$ cat src/rtl/branch_predictor.sv
// ---------------------------------------------------------------------------
// branch_predictor
//
// IF-stage branch predictor built around a direct-mapped branch target
// buffer (BTB). Each entry holds a valid bit, a tag, a target address and a
// 2-bit saturating counter. Lookup for the current fetch PC is purely
// combinational. Training comes from the ID stage once the condition checker
// has resolved the branch, and a wrong prediction raises a mispredict and
// redirect for the hazard unit to flush IF/ID.
//
// Optional build macro: BP_STATS_EN adds the stat_branches / stat_mispredicts
// saturating event counters. Without it those ports do not exist.
//
// Ports:
//   clk              rising-edge clock
//   rst              asynchronous, active-low reset
//   if_pc            IF-stage PC (word aligned)
//   pred_taken       predicted direction for if_pc
//   pred_target      next fetch PC (BTB target if taken, else if_pc+4)
//   freeze           ID-stage stall, blocks training and mispredict
//   upd_valid        ID stage holds a valid instruction
//   upd_is_branch    ID instruction is a branch or jump
//   upd_pc           PC of the ID instruction
//   upd_taken        resolved branch condition
//   upd_target       resolved branch/jump target
//   upd_pred_taken   prediction that travelled with the instruction
//   upd_pred_target  predicted target that travelled with the instruction
//   mispredict       flush IF/ID and load redirect_pc this cycle
//   redirect_pc      correct next PC for the ID instruction
//   stat_branches    (BP_STATS_EN) count of trained branch cycles
//   stat_mispredicts (BP_STATS_EN) count of mispredict cycles
// ---------------------------------------------------------------------------
module branch_predictor #(
    parameter int WORD_LEN   = 32,
    parameter int INDEX_BITS = 4,
    parameter int TAG_BITS   = WORD_LEN - INDEX_BITS - 2
) (
    input  logic                clk,
    input  logic                rst,
    input  logic [WORD_LEN-1:0] if_pc,
    output logic                pred_taken,
    output logic [WORD_LEN-1:0] pred_target,
    input  logic                freeze,
    input  logic                upd_valid,
    input  logic                upd_is_branch,
    input  logic [WORD_LEN-1:0] upd_pc,
    input  logic                upd_taken,
    input  logic [WORD_LEN-1:0] upd_target,
    input  logic                upd_pred_taken,
    input  logic [WORD_LEN-1:0] upd_pred_target,
    output logic                mispredict,
    output logic [WORD_LEN-1:0] redirect_pc
`ifdef BP_STATS_EN
    ,
    output logic [31:0]         stat_branches,
    output logic [31:0]         stat_mispredicts
`endif
);

    localparam int ENTRIES = 1 << INDEX_BITS;

    logic                validTbl  [ENTRIES];
    logic [TAG_BITS-1:0] tagTbl    [ENTRIES];
    logic [WORD_LEN-1:0] targetTbl [ENTRIES];
    logic [1:0]          ctrTbl    [ENTRIES];

    logic [INDEX_BITS-1:0] lookupIdx;
    logic [TAG_BITS-1:0]   lookupTag;
    logic                  lookupHit;
    logic [INDEX_BITS-1:0] updIdx;
    logic [TAG_BITS-1:0]   updTag;
    logic                  updHit;
    logic                  act;

    assign lookupIdx = if_pc[INDEX_BITS+1:2];
    assign lookupTag = if_pc[WORD_LEN-1:INDEX_BITS+2];
    assign updIdx    = upd_pc[INDEX_BITS+1:2];
    assign updTag    = upd_pc[WORD_LEN-1:INDEX_BITS+2];

    // The table reads the registered contents, so a same-index write in this
    // cycle only becomes visible to lookups from the next cycle.
    assign lookupHit = validTbl[lookupIdx] && (tagTbl[lookupIdx] == lookupTag);
    assign updHit    = validTbl[updIdx] && (tagTbl[updIdx] == updTag);

    // Qualifying with rst keeps mispredict and training quiet while in reset.
    assign act = upd_valid && !freeze && rst;

    assign pred_taken  = rst && lookupHit && ctrTbl[lookupIdx][1];
    assign pred_target = pred_taken ? targetTbl[lookupIdx] : (if_pc + WORD_LEN'(4));

    assign redirect_pc = upd_taken ? upd_target : (upd_pc + WORD_LEN'(4));

    // A non-branch that was predicted taken means an aliased entry steered
    // fetch away from the sequential path, which also needs a redirect.
    always_comb begin
        mispredict = 1'b0;
        if (act) begin
            if (upd_is_branch) begin
                mispredict = (upd_taken != upd_pred_taken) ||
                             (upd_taken && (upd_target != upd_pred_target));
            end else begin
                mispredict = upd_pred_taken;
            end
        end
    end

    // Table training. Taken misses allocate weakly taken; not-taken misses
    // are not worth an entry. A non-branch that hits its own tag evicts it.
    always_ff @(posedge clk or negedge rst) begin
        if (!rst) begin
            for (int i = 0; i < ENTRIES; i++) begin
                validTbl[i]  <= 1'b0;
                tagTbl[i]    <= '0;
                targetTbl[i] <= '0;
                ctrTbl[i]    <= 2'b01;
            end
        end else if (act) begin
            if (upd_is_branch) begin
                if (updHit) begin
                    if (upd_taken) begin
                        targetTbl[updIdx] <= upd_target;
                        if (ctrTbl[updIdx] != 2'b11) begin
                            ctrTbl[updIdx] <= ctrTbl[updIdx] + 2'b01;
                        end
                    end else if (ctrTbl[updIdx] != 2'b00) begin
                        ctrTbl[updIdx] <= ctrTbl[updIdx] - 2'b01;
                    end
                end else if (upd_taken) begin
                    validTbl[updIdx]  <= 1'b1;
                    tagTbl[updIdx]    <= updTag;
                    targetTbl[updIdx] <= upd_target;
                    ctrTbl[updIdx]    <= 2'b10;
                end
            end else if (updHit) begin
                validTbl[updIdx] <= 1'b0;
            end
        end
    end

`ifdef BP_STATS_EN
    // Event counters stick at all-ones rather than wrapping back to zero.
    always_ff @(posedge clk or negedge rst) begin
        if (!rst) begin
            stat_branches    <= '0;
            stat_mispredicts <= '0;
        end else begin
            if (act && upd_is_branch && (stat_branches != 32'hFFFF_FFFF)) begin
                stat_branches <= stat_branches + 32'd1;
            end
            if (mispredict && (stat_mispredicts != 32'hFFFF_FFFF)) begin
                stat_mispredicts <= stat_mispredicts + 32'd1;
            end
        end
    end
`endif

endmodule

$ cat config.mk
export PLATFORM = sky130hd
export DESIGN_NAME = branch_predictor
export DESIGN_NICKNAME = d
export VERILOG_FILES = /design/src/rtl/branch_predictor.sv
export SDC_FILE = /design/constraint.sdc
export NUM_CORES = 2
export LEC_CHECK = 0
export BUFFER_PORTS_ARGS = -buffer_cell sky130_fd_sc_hd__buf_2
export CAP_MARGIN = 40
export CORE_ASPECT_RATIO = 0.75
export CORE_MARGIN = 2
export CORE_UTILIZATION = 34
export DETAILED_ROUTE_END_ITERATION = 12
export GPL_TIMING_DRIVEN = 0
export PLACE_DENSITY = 0.54
export SETUP_SLACK_MARGIN = 0.3
export SYNTH_ARGS = -nofsm -noshare
export SYNTH_HDL_FRONTEND = slang
export SYNTH_SLANG_ARGS = --single-unit
$ cat constraint.sdc
create_clock -name clk -period 8.8 [get_ports clk]
set_clock_uncertainty 0.1 [all_clocks]
set_input_delay 0.44 -clock clk [delete_from_list [all_inputs] [get_ports clk]]
set_output_delay 0.44 -clock clk [all_outputs]
set_load 0.01 [all_outputs]
==> results_dict.tcl <==
set metrics [dict create \
    status "completed" \
    insertion_delay_ps 750 \
    final.setup.worst_slack_ps 1542 \
    path_class "primary input to output port" \
    clock-sinks 976 \
    timing.critical_path.cells "buf_2 -> buf_2 -> buf_2 -> buf_2 -> buf_2 -> and3_1 -> clkbuf_1 -> nand4_1 -> nor4_1 -> and3_1 -> nand2_1 -> xnor2_1 -> mux2_2 -> buf_2" \
    initial_core_util 0.3436 \
    clock.fmax_ghz 0.1378 \
    cts_buffer_depth 3 \
    synth-compound-area-share 0.02140 \
    dp_hpwl_um 143400 \
    detail_route.iter0.violations 3647 \
    dieArea_sq_mm 0.1528 \
    fin_crit_ps 7258 \
    yosys.area.top_type "dfrtp_1" \
    route.vias.total 34130 \
    crit_path_start_kind "primary input" \
    cts_buffers 108 \
    die_w_um 450.7 \
    wl_per_cell_um 31.86 \
    yosysSeqAreaShare 0.4805 \
    cap_viol_max_count 0 \
    yosysWarnings 0 \
    place_congestion 0.9840 \
    cts_tree "done" \
    vdd_drop_max_mv 0.1552 \
    htreeDepth 3 \
    yosys-mux-area-fraction 0.4064 \
    synth_cell_types 63 \
    cp-endpoint "redirect_pc[30]" \
    finalHoldViolations 0 \
    port_buffers 160 \
    cp_top_family "buffers and inverters" \
    grt_pass1_wl_um 268100 \
    synth_fa_ha_area_frac 0.001968 \
    synth-simple-area-share 0.03424 \
    multiInputGateArea_sq_mm 0.02493 \
    core-area_sq_mm 0.1481 \
    synth_xor_area_frac 0.02600 \
    rr_worst_depth 14 \
    synth_nets 3612 \
    synth_ff_type "dfrtp_1" \
    post-route-cell-area_sq_mm 0.05931 \
    grt_pass1_vias 33960 \
    finalSetupTns_ps 0 \
    reg2reg_to "tagTbl[257]$_DFFE_PN0P_" \
    drc_errors 0 \
    slowest_stage "nor4_1" \
    p_leak_uw 0.02682 \
    die_h_um 339.0 \
    ant_nets 0 \
    rsz0062_at_grt "false" \
    grt_start_max_net_pins 161 \
    cp_slowest_stage_delay_ps 860 \
    synth_top_area_share 0.4722 \
    worst_slew_pin_slew_ps 974.1 \
    root_buffer "clkbuf_16" \
    dr.pass1.iters 5 \
    synth_area_leaders "dfrtp_1 (47%), mux2_2 (22%), mux4_2 (16%), mux2i_1 (1.9%), clkbuf_1 (1.8%)" \
    clk_pin_slew_ps 60 \
    row_count 122 \
    io_pins 201 \
    finalCritPeriodShare 0.8248 \
    place_ws_ps 1588 \
    setup-violations-final 0 \
    power_density_mw_per_mm2 183.2 \
    cp.required_ps 8260 \
    synth_common_cells "mux2_2 (1015), dfrtp_1 (960), mux4_2 (366), clkbuf_1 (247), mux2i_1 (98)" \
    cp-startpoint "upd_pc[5]" \
    worstSetupEndpointType "output port" \
    avgSynthCellArea_sq_um 14.66 \
    fin_util 0.4006 \
    synthesis.area_sq_mm 0.05087 \
    n_fill_cell 13920 \
    timing.critical_path.mode_cell "buf_2" \
    worst_hold_slack_ps 119.8 \
    synth_most_common_cell "mux2_2" \
    grt_usage 0.2456 \
    cp_max_fo 10 \
    cp.buffers_inverters 7 \
    synth_edf_count 0 \
    drv_slew 0 \
    crit_cells 14 \
    postCtsResizedCells 0 \
    drive_gt1_frac 0.4874 \
    area_growth_pct 16.58 \
    hp-class "primary input to flip-flop" \
    worstHoldPathCells 2 \
    via_per_inst 5.754 \
    relSlewSlack 0.3421 \
    async_flop_share 1.000 \
    finalWirelength_um 189000 \
    final_nets 3990 \
    final-seq-area_sq_mm 0.02444 \
    synth_top_family_by_area "multiplexers" \
    antenna_found_initial 12 \
    synthCells 3469 \
    reg2reg_slack_ps 3280 \
    placed_cell_area_sq_mm 0.05557 \
    regToRegStartpoint "tagTbl[18]$_DFFE_PN0P_" \
    ys_seq_elements 976 \
    cp.arrival_ps 6720 \
    overflow 0 \
]
==> worst min path at each step <==
| stage | startpoint | endpoint | slack, ps |
|---|---|---|---|
| detailed placement | targetTbl[7]$_DFFE_PN0P_ | targetTbl[7]$_DFFE_PN0P_ | 390 |
| finish | upd_is_branch | flip-flop | 120 |
| floorplan | rst | async pin | 40 |
| global placement | targetTbl[31]$_DFFE_PN0P_ | targetTbl[31]$_DFFE_PN0P_ | 380 |
| CTS | upd_is_branch | flip-flop | 90 |
| global route | upd_is_branch | flip-flop | 130 |
==> per-stage QoR <==
stage	std cells	total power (uW)
after global placement	5613	6143
after detailed placement	5717	6190
after CTS	5923	10940
after floorplan	3469	5581
after global routing	5926	11230
final	5932	10870
==> worst reg2reg max path: stages (launching register included) <==
cell and delay (ps):
dfrtp_1 400, mux4_2 480, mux2i_1 470, xnor2_1 270
nor4b_1 650, o2111ai_1 310, or3_1 520, ha_1 230
nand3_1 220, clkbuf_1 390, nor2_2 250, buf_8 230
clkbuf_1 340, buf_8 270, mux2_2 280
==> flip-flops by register name (all words and copies together) (netlist names), named ones only <==
name       cells
targetTbl    512
tagTbl       416
ctrTbl        32
==> power breakdown <==
group | switching (uW) | internal, uW | total, uW
clock | 1990 | 2750 | 4740
sequential | 134 | 4700 | 4840
combinational | 756 | 535 | 1290
total | 2880 | 7980 | 10900
==> layout make-up <==
cell class / count / area share
plain buffers: 349 / 0.02445
diodes: 7 / 0.0002953
clock buffers: 156 / 0.05285
flip-flops and latches: 976 / 0.4121
repair buffers: 268 / 0.03789
multi-input cells: 2130 / 0.4204
well taps: 1984 / 0.04185
inverters: 14 / 0.0008860
clock inverters: 48 / 0.009240
==> metal layers <==
layer  up-vias  share of wire  track usage
li1      13910              -            -
met1     18470           0.46       0.3694
met2      1452           0.41       0.3420
met3       297          0.083      0.06040
met4        10          0.039      0.08201
met5         -        0.00030            0
==> timing repair <==
action                                 CTS  global route
endpoints found under the hold margin  135             0
buffers inserted                         0             0
hold buffers                             2             0
==> cells in the final DEF (no fill, tap or decap), types with 16 or more instances in the layout <==
| cell | synthesis | final |
|---|---|---|
| mux2_2 | 1015 | 1015 |
| dfrtp_1 | 960 | 960 |
| mux4_2 | 366 | 366 |
| clkbuf_1 | 247 | 270 |
| buf_2 | 53 | 215 |
| clkbuf_16 | 0 | 109 |
| mux2i_1 | 98 | 98 |
| nand2_1 | 92 | 92 |
| xnor2_1 | 85 | 85 |
| xor2_1 | 66 | 66 |
| nand4_1 | 56 | 56 |
| buf_6 | 4 | 54 |
| o21ai_0 | 46 | 46 |
| nand3_1 | 43 | 43 |
| nor2_1 | 44 | 42 |
| buf_8 | 0 | 42 |
| buf_1 | 34 | 33 |
| clkinv_2 | 0 | 29 |
| clkbuf_8 | 0 | 23 |
| nor2b_1 | 20 | 20 |
| buf_4 | 11 | 16 |
| a22oi_1 | 16 | 16 |
| and3_1 | 16 | 16 |
| dfstp_2 | 16 | 16 |
==> cell families (layout without fill, tap and decap cells) <==
kind of cell	count (synthesis)	count (layout)
AOI/OAI and AO/OA	155	155
DFF	976	976
buffers and inverters	363	835
other	0	7
adders and majority gates	8	8
muxes	1481	1481
and+or+nand+nor	335	335
xor gates and xnor gates	151	151
Note: power is estimated with default switching activity, not from simulation.
